===== src/rtl/sobel_window_3x3_if.sv =====
// Pixel-in / window-out bundle between the grayscale stage, the 3x3 window
// builder and the Sobel gradient stage.
interface sobel_window_3x3_if #(
  parameter int DATA_WIDTH = 8
);
  logic [DATA_WIDTH-1:0]   gray_i;
  logic                    done_i;
  logic [9*DATA_WIDTH-1:0] window_o;
  logic                    done_o;
  logic                    frame_done_o;

  // upstream/testbench side: drives pixels, observes windows
  modport master (
    output gray_i, done_i,
    input  window_o, done_o, frame_done_o
  );

  // window builder side
  modport slave (
    input  gray_i, done_i,
    output window_o, done_o, frame_done_o
  );
endinterface


===== src/rtl/sobel_window_3x3.sv =====
// 3x3 neighbourhood builder for a raster grayscale stream. Two line buffers
// hold the previous rows; a 3x3 shift register collects column triples and
// only fully interior windows are presented, one cycle after the pixel.
module sobel_window_3x3 #(
  parameter int IMG_WIDTH  = 8,
  parameter int IMG_HEIGHT = 8,
  parameter int DATA_WIDTH = 8
) (
  input  logic clk,
  input  logic rst,
  sobel_window_3x3_if.slave bus
);
  localparam int CW = (IMG_WIDTH  > 1) ? $clog2(IMG_WIDTH)  : 1;
  localparam int RW = (IMG_HEIGHT > 1) ? $clog2(IMG_HEIGHT) : 1;
  localparam logic [CW-1:0] COL_LAST = CW'(IMG_WIDTH - 1);
  localparam logic [RW-1:0] ROW_LAST = RW'(IMG_HEIGHT - 1);
  localparam logic [CW-1:0] COL_TWO  = CW'(2);
  localparam logic [RW-1:0] ROW_TWO  = RW'(2);

  logic [CW-1:0] col;
  logic [RW-1:0] row;
  logic          accept, col_last, row_last, interior;

  // Line buffers: lb0 = previous row, lb1 = the row before that
  logic [DATA_WIDTH-1:0] lb0 [IMG_WIDTH];
  logic [DATA_WIDTH-1:0] lb1 [IMG_WIDTH];

  // win_q[i][j]: i = row offset (0 oldest), j = column offset (2 newest)
  logic [2:0][2:0][DATA_WIDTH-1:0] win_q, win_d;
  logic [2:0][DATA_WIDTH-1:0]      col_tri;
  logic [9*DATA_WIDTH-1:0]         win_flat;

  logic [9*DATA_WIDTH-1:0] window_q;
  logic                    done_q, frame_done_q;

  assign accept   = bus.done_i;
  assign col_last = (col == COL_LAST);
  assign row_last = (row == ROW_LAST);
  // Rows 0/1 are gated, which also hides stale line-buffer contents from a
  // previous frame or from before a reset.
  assign interior = (row >= ROW_TWO) && (col >= COL_TWO);

  // Read old buffer contents before this cycle's write lands
  assign col_tri[0] = lb1[col];
  assign col_tri[1] = lb0[col];
  assign col_tri[2] = bus.gray_i;

  // Next window: shift each row left, newest column enters on the right
  always_comb begin
    win_d = win_q;
    for (int i = 0; i < 3; i++) begin
      win_d[i][0] = win_q[i][1];
      win_d[i][1] = win_q[i][2];
      win_d[i][2] = col_tri[i];
    end
  end

  // Pack p_ij with p00 in the MSBs and p22 in the LSBs
  always_comb begin
    win_flat = '0;
    for (int i = 0; i < 3; i++)
      for (int j = 0; j < 3; j++)
        win_flat[DATA_WIDTH*(8-(3*i+j)) +: DATA_WIDTH] = win_d[i][j];
  end

  // Raster position of the next pixel to arrive; wraps straight into the next frame
  always_ff @(posedge clk or posedge rst) begin
    if (rst) begin
      col <= '0;
      row <= '0;
    end else if (accept) begin
      if (col_last) begin
        col <= '0;
        row <= row_last ? '0 : row + 1'b1;
      end else begin
        col <= col + 1'b1;
      end
    end
  end

  // Line-buffer storage; contents deliberately survive reset
  always_ff @(posedge clk) begin
    if (accept) begin
      lb1[col] <= lb0[col];
      lb0[col] <= bus.gray_i;
    end
  end

  // 3x3 column shift register
  always_ff @(posedge clk or posedge rst) begin
    if (rst)         win_q <= '0;
    else if (accept) win_q <= win_d;
  end

  // Output window held between valid strobes, plus one-cycle valid pulses
  always_ff @(posedge clk or posedge rst) begin
    if (rst) begin
      window_q     <= '0;
      done_q       <= 1'b0;
      frame_done_q <= 1'b0;
    end else begin
      done_q       <= accept && interior;
      frame_done_q <= accept && row_last && col_last;
      if (accept && interior) window_q <= win_flat;
    end
  end

  assign bus.window_o     = window_q;
  assign bus.done_o       = done_q;
  assign bus.frame_done_o = frame_done_q;
endmodule


===== src/flat_wrapper.sv =====
// flat-port wrapper written by rule: the top's interface ports become plain ports
module sobel_window_3x3_flat 
#(
  parameter int IMG_WIDTH  = 8,
  parameter int IMG_HEIGHT = 8,
  parameter int DATA_WIDTH = 8
)
  (clk, rst, bus_gray_i, bus_done_i, bus_window_o, bus_done_o, bus_frame_done_o);
  sobel_window_3x3_if #(.DATA_WIDTH(DATA_WIDTH)) bus_i ();
  input  logic clk;
  input  logic rst;
  input wire logic [$bits(bus_i.gray_i)-1:0] bus_gray_i;
  input wire logic [$bits(bus_i.done_i)-1:0] bus_done_i;
  output wire logic [$bits(bus_i.window_o)-1:0] bus_window_o;
  output wire logic [$bits(bus_i.done_o)-1:0] bus_done_o;
  output wire logic [$bits(bus_i.frame_done_o)-1:0] bus_frame_done_o;
  assign bus_i.gray_i = bus_gray_i;
  assign bus_i.done_i = bus_done_i;
  assign bus_window_o = bus_i.window_o;
  assign bus_done_o = bus_i.done_o;
  assign bus_frame_done_o = bus_i.frame_done_o;
  sobel_window_3x3 #(.IMG_WIDTH(IMG_WIDTH), .IMG_HEIGHT(IMG_HEIGHT), .DATA_WIDTH(DATA_WIDTH)) u_core (.clk(clk), .rst(rst), .bus(bus_i));
endmodule

===== config.mk =====
export PLATFORM = sky130hd
export DESIGN_NAME = sobel_window_3x3_flat
export DESIGN_NICKNAME = d
export VERILOG_FILES = /design/src/rtl/sobel_window_3x3_if.sv /design/src/rtl/sobel_window_3x3.sv /design/src/flat_wrapper.sv
export SDC_FILE = /design/constraint.sdc
export NUM_CORES = 1
export LEC_CHECK = 0
export CAP_MARGIN = 20
export CORE_ASPECT_RATIO = 1.25
export CORE_MARGIN = 2
export CORE_UTILIZATION = 40
export CTS_CLUSTER_DIAMETER = 50
export DETAILED_ROUTE_END_ITERATION = 7
export GPL_TIMING_DRIVEN = 0
export PLACE_DENSITY_LB_ADDON = 0.1
export SYNTH_ARGS = -nofsm -noshare
export SYNTH_HDL_FRONTEND = slang
export SYNTH_SLANG_ARGS = --single-unit

===== constraint.sdc =====
create_clock -name clk -period 11.6 [get_ports clk]
set_input_delay 1.74 -clock clk [delete_from_list [all_inputs] [get_ports clk]]
set_output_delay 1.74 -clock clk [all_outputs]
set_load 0.01 [all_outputs]

==> metrics list <==
- The flow ran to the end, and the final reports show no timing, DRC or antenna violations.
- Kind of cell adding the most delay to the critical path: buffers and inverters
- Worst setup SP type: flop
* Initial core utilization: 0.405
- CTS saw between 200 and 300 sinks.
- Max-cap violations in this run came to 0.
* Detail-routed net length per standard cell: 19.9 um
* # H-tree levels: 1
* Setup TNS: 0 ps
* Number of antenna violations at the first check in global routing: 0
* Synthesized area per cell: 16.9 um^2
* Number of buffer and inverter stages on the critical path: 1
- R2R Setup Slk: roughly 9400 ps
- Register Area: 7050 um^2
* EDFF count, synth: 128
- Worst hold path startpoint: u_core.win_d[55]$_DFFE_PP0P_
- Area of the multi-input gates: between 2000 and 3000 um^2
- Area share of the leading cell type in the synthesized netlist: 0.389
- Critical path's slowest cell: clkdlybuf4s50_1
* Clock transition at the register clock pins on the worst setup and hold paths after CTS: 60 ps
* Clock buffer count from CTS: 27
- Crit path largest cell delay: 560 ps
- Power, Total: between 3000 and 4000 uW
* Post-route standard cell area excluding fillers: 12,200 um^2
* Commonest cells in the synthesized netlist: dfrtp_1, edfxtp_1, mux2_2
* Horizontal die dimension: 144 um
* Instance area after placement: 11,300 um^2
* Worst setup path category: reg -> out
- Final Routed Wirelength: 21,000 um
- Synthesized netlist cell count: 584
* Total inserted antenna cells: 0
- Register bit count reported by yosys: 256
- Sorting the synthesized cells by area gives the leading types as edfxtp_1, dfrtp_1, mux2_2.
* IO Count: 85
- In this run the worst path has a maximum fanout of 2.
* Cts hold-fix bufs: 0
- In this run the vertical extent of the chip is 180 um.
- Total track usage: 0.166
- Core region area: roughly 24,000 um^2
- The detailed router finished its first iteration with 281 violations.
- In this run the worst setup path begins at u_core.bus.window_o[28]$_DFFE_PP0P_.
- PD cells: 284 nW/um^2
* PostCTS Resize Cnt: 0
- The final-report max-slew violation count was 0.
- The via count of the first global-routing pass is 5,654.
- At the end of the flow the core is filled with cells to 0.500.
- Growth of design area from synthesis to finish: 23.4%
- The initialized floorplan defines 64 standard-cell rows.
* Via count: 5,301
- Entering global routing, the biggest net connects between 60 and 70 pins.
- Reg-to-Reg Start: u_core.col[0]$_DFFE_PP0P_
* # nets final: approximately 720
- Using the TritonRoute via totals, the vias-per-cell ratio works out to 5.02.
- The pre-antenna-repair detailed-routing pass consisted of 4 iterations.
- Count of buffers from port buffering: 83
- Fraction of final layout cells sized beyond drive strength 1: 0.244
* Timing-limited maximum frequency: 311 MHz
* Hold Crit Depth: 1
- Setup repair after global routing missed its margin: no
- Biggest area consumer among synthesized cells: edfxtp_1
* Area enclosed by the die boundary: ~26,000 um^2
- Remaining design rule violation count: 0
- Post-CTS Setup Bufs: 0
* Total standard cell area after synthesis: 9870 um^2
- The path class of the tightest hold or removal check is reg -> reg.
- For the finished layout, the period the worst path requires is 3220 ps.
- At the pin with the least slew margin, the transition time is roughly 640 ps.
- Seq/Total Area, Yosys: 0.714
- The congestion estimate from routability-driven global placement came to 0.742.
* Arrival time worst endpoint: 1480 ps
- Logic depth of the worst register-to-register path: 6
- Final ANT Viol Nets: 0
- Levels on crit path: 1
- Tightest slew margin relative to the limit: 0.574
- Clk_lat worst skew: 540 ps
* Required time of the worst setup path: 9860 ps
* Worst slack on hold paths: roughly 500 ps
* Period utilisation layout: 0.277
- In the synthesized netlist the dominant register cell turns out to be edfxtp_1.
* Syn nets: 600
- Once detailed placement completed, the half-perimeter wirelength came to 14,700 um.
* CP cell instances: clkdlybuf4s50_1
- Post-synthesis cell type count: 28
- Remaining Overflow, GRT: 0
* Final clock skew: 7.94 ps
- In the synthesized netlist the async set-or-reset flop fraction comes to 0.500.
- Maximum buffer depth of the clock tree: 3
- Setup violations remaining at the end of the flow were counted as 0.
* Leakage power summed over all cells: 0.00469 uW
- The filler cells instantiated in the layout total 2,110.
- CTS tree: built
* CP Capture Type: output port
- The Yosys step of the flow raised 0 warnings.
* First-pass GRT wire length: 33,000 um
- The worst-case IR drop observed on VDD is 123 uV.
- Final Hold Fails: 0
- The root buffer cell chosen for the clock tree is clkbuf_16.
-- placed cells by master (no fill, tap or decap), types with 2 or more instances in the layout --
cell / instances
nor2_2: 8
clkbuf_1: 11
mux2_4: 22
mux2_2: 68
nor2_1: 16
buf_8: 8
mux2i_1: 64
inv_6: 5
clkbuf_16: 27
o22a_1: 32
clkdlybuf4s50_1: 83
o21ai_0: 2
inv_1: 2
clkinvlp_4: 3
nand2b_1: 4
a21oi_1: 16
ha_1: 5
buf_4: 7
a31oi_1: 32
nand2_1: 13
buf_2: 10
clkbuf_8: 5
clkinv_2: 3
dfrtp_1: 128
edfxtp_1: 128
buf_6: 5
buf_1: 6
bufinv_16: 2
-- final timing paths --
kind                                                       endpoint
worst min register to register         u_core.win_d[55]$_DFFE_PP0P_
max in group asynchronous       u_core.bus.window_o[55]$_DFFE_PP0P_
worst max register to register           u_core.lb0[0][0]$_DFFE_PP_
worst max-delay path                               bus_window_o[28]
min in group asynchronous       u_core.bus.window_o[42]$_DFFE_PP0P_
worst min-delay path                   u_core.win_d[55]$_DFFE_PP0P_
-- report_power, final --
group	total, uW	switching (uW)	internal [uW]
registers	1440	149	1290
clock network	853	346	506
logic	1170	569	597
-- routing by layer --
| metal | GRT usage | up-vias | share of wire |
|---|---|---|---|
| met5 | 0 | - | 0 |
| met4 | 0.0462 | 0 | 0.018 |
| met3 | 0.0242 | 30 | 0.045 |
| li1 | - | 2449 | - |
| met1 | 0.216 | 2691 | 0.42 |
| met2 | 0.289 | 131 | 0.52 |
-- kinds of logic after synthesis --
| family | count (synthesis) | synth area share |
|---|---|---|
| DFF | 256 | 0.714 |
| and+or+nand+nor | 46 | 0.0210 |
| adders and majority gates | 5 | 0.00634 |
| muxes | 154 | 0.176 |
| buffers and inverters | 38 | 0.0227 |
| AOI/OAI and AO/OA | 85 | 0.0600 |
-- area by class of cell --
| type | instances | share of cell area |
|---|---|---|
| clock buffer | 37 | 0.0627 |
| tap | 330 | 0.0339 |
| buffer | 34 | 0.0167 |
| clock inverter | 13 | 0.0109 |
| sequential | 256 | 0.578 |
| timing repair buffer | 92 | 0.0803 |
| inverter | 4 | 0.00205 |
| multi-input combinational | 290 | 0.215 |
-- through the flow --
stage                     setup WS (ps)  std cells
after floorplan                    6450        584
after global placement             4800        997
after detailed placement           7870       1006
after CTS                          8360       1056
after global routing               8290       1056
final                              8380       1056
-- registers in the layout, summed over array words and instances, names as in the netlist --
signal	count
u_core.col	3
u_core.lb0	64
u_core.row	3
u_core.win_d	48
u_core.bus.frame_done_o	1
u_core.lb1	64
u_core.bus.window_o	72
u_core.bus.done_o	1
-- worst register-to-register path: stages, from the launching register on --
cell and delay, ps:
dfrtp_1 390, buf_2 140, buf_4 190, buf_4 210, nand2b_1 280, nor2_2 500
buf_8 230
No activity file was read; power rests on OpenSTA's default activity.
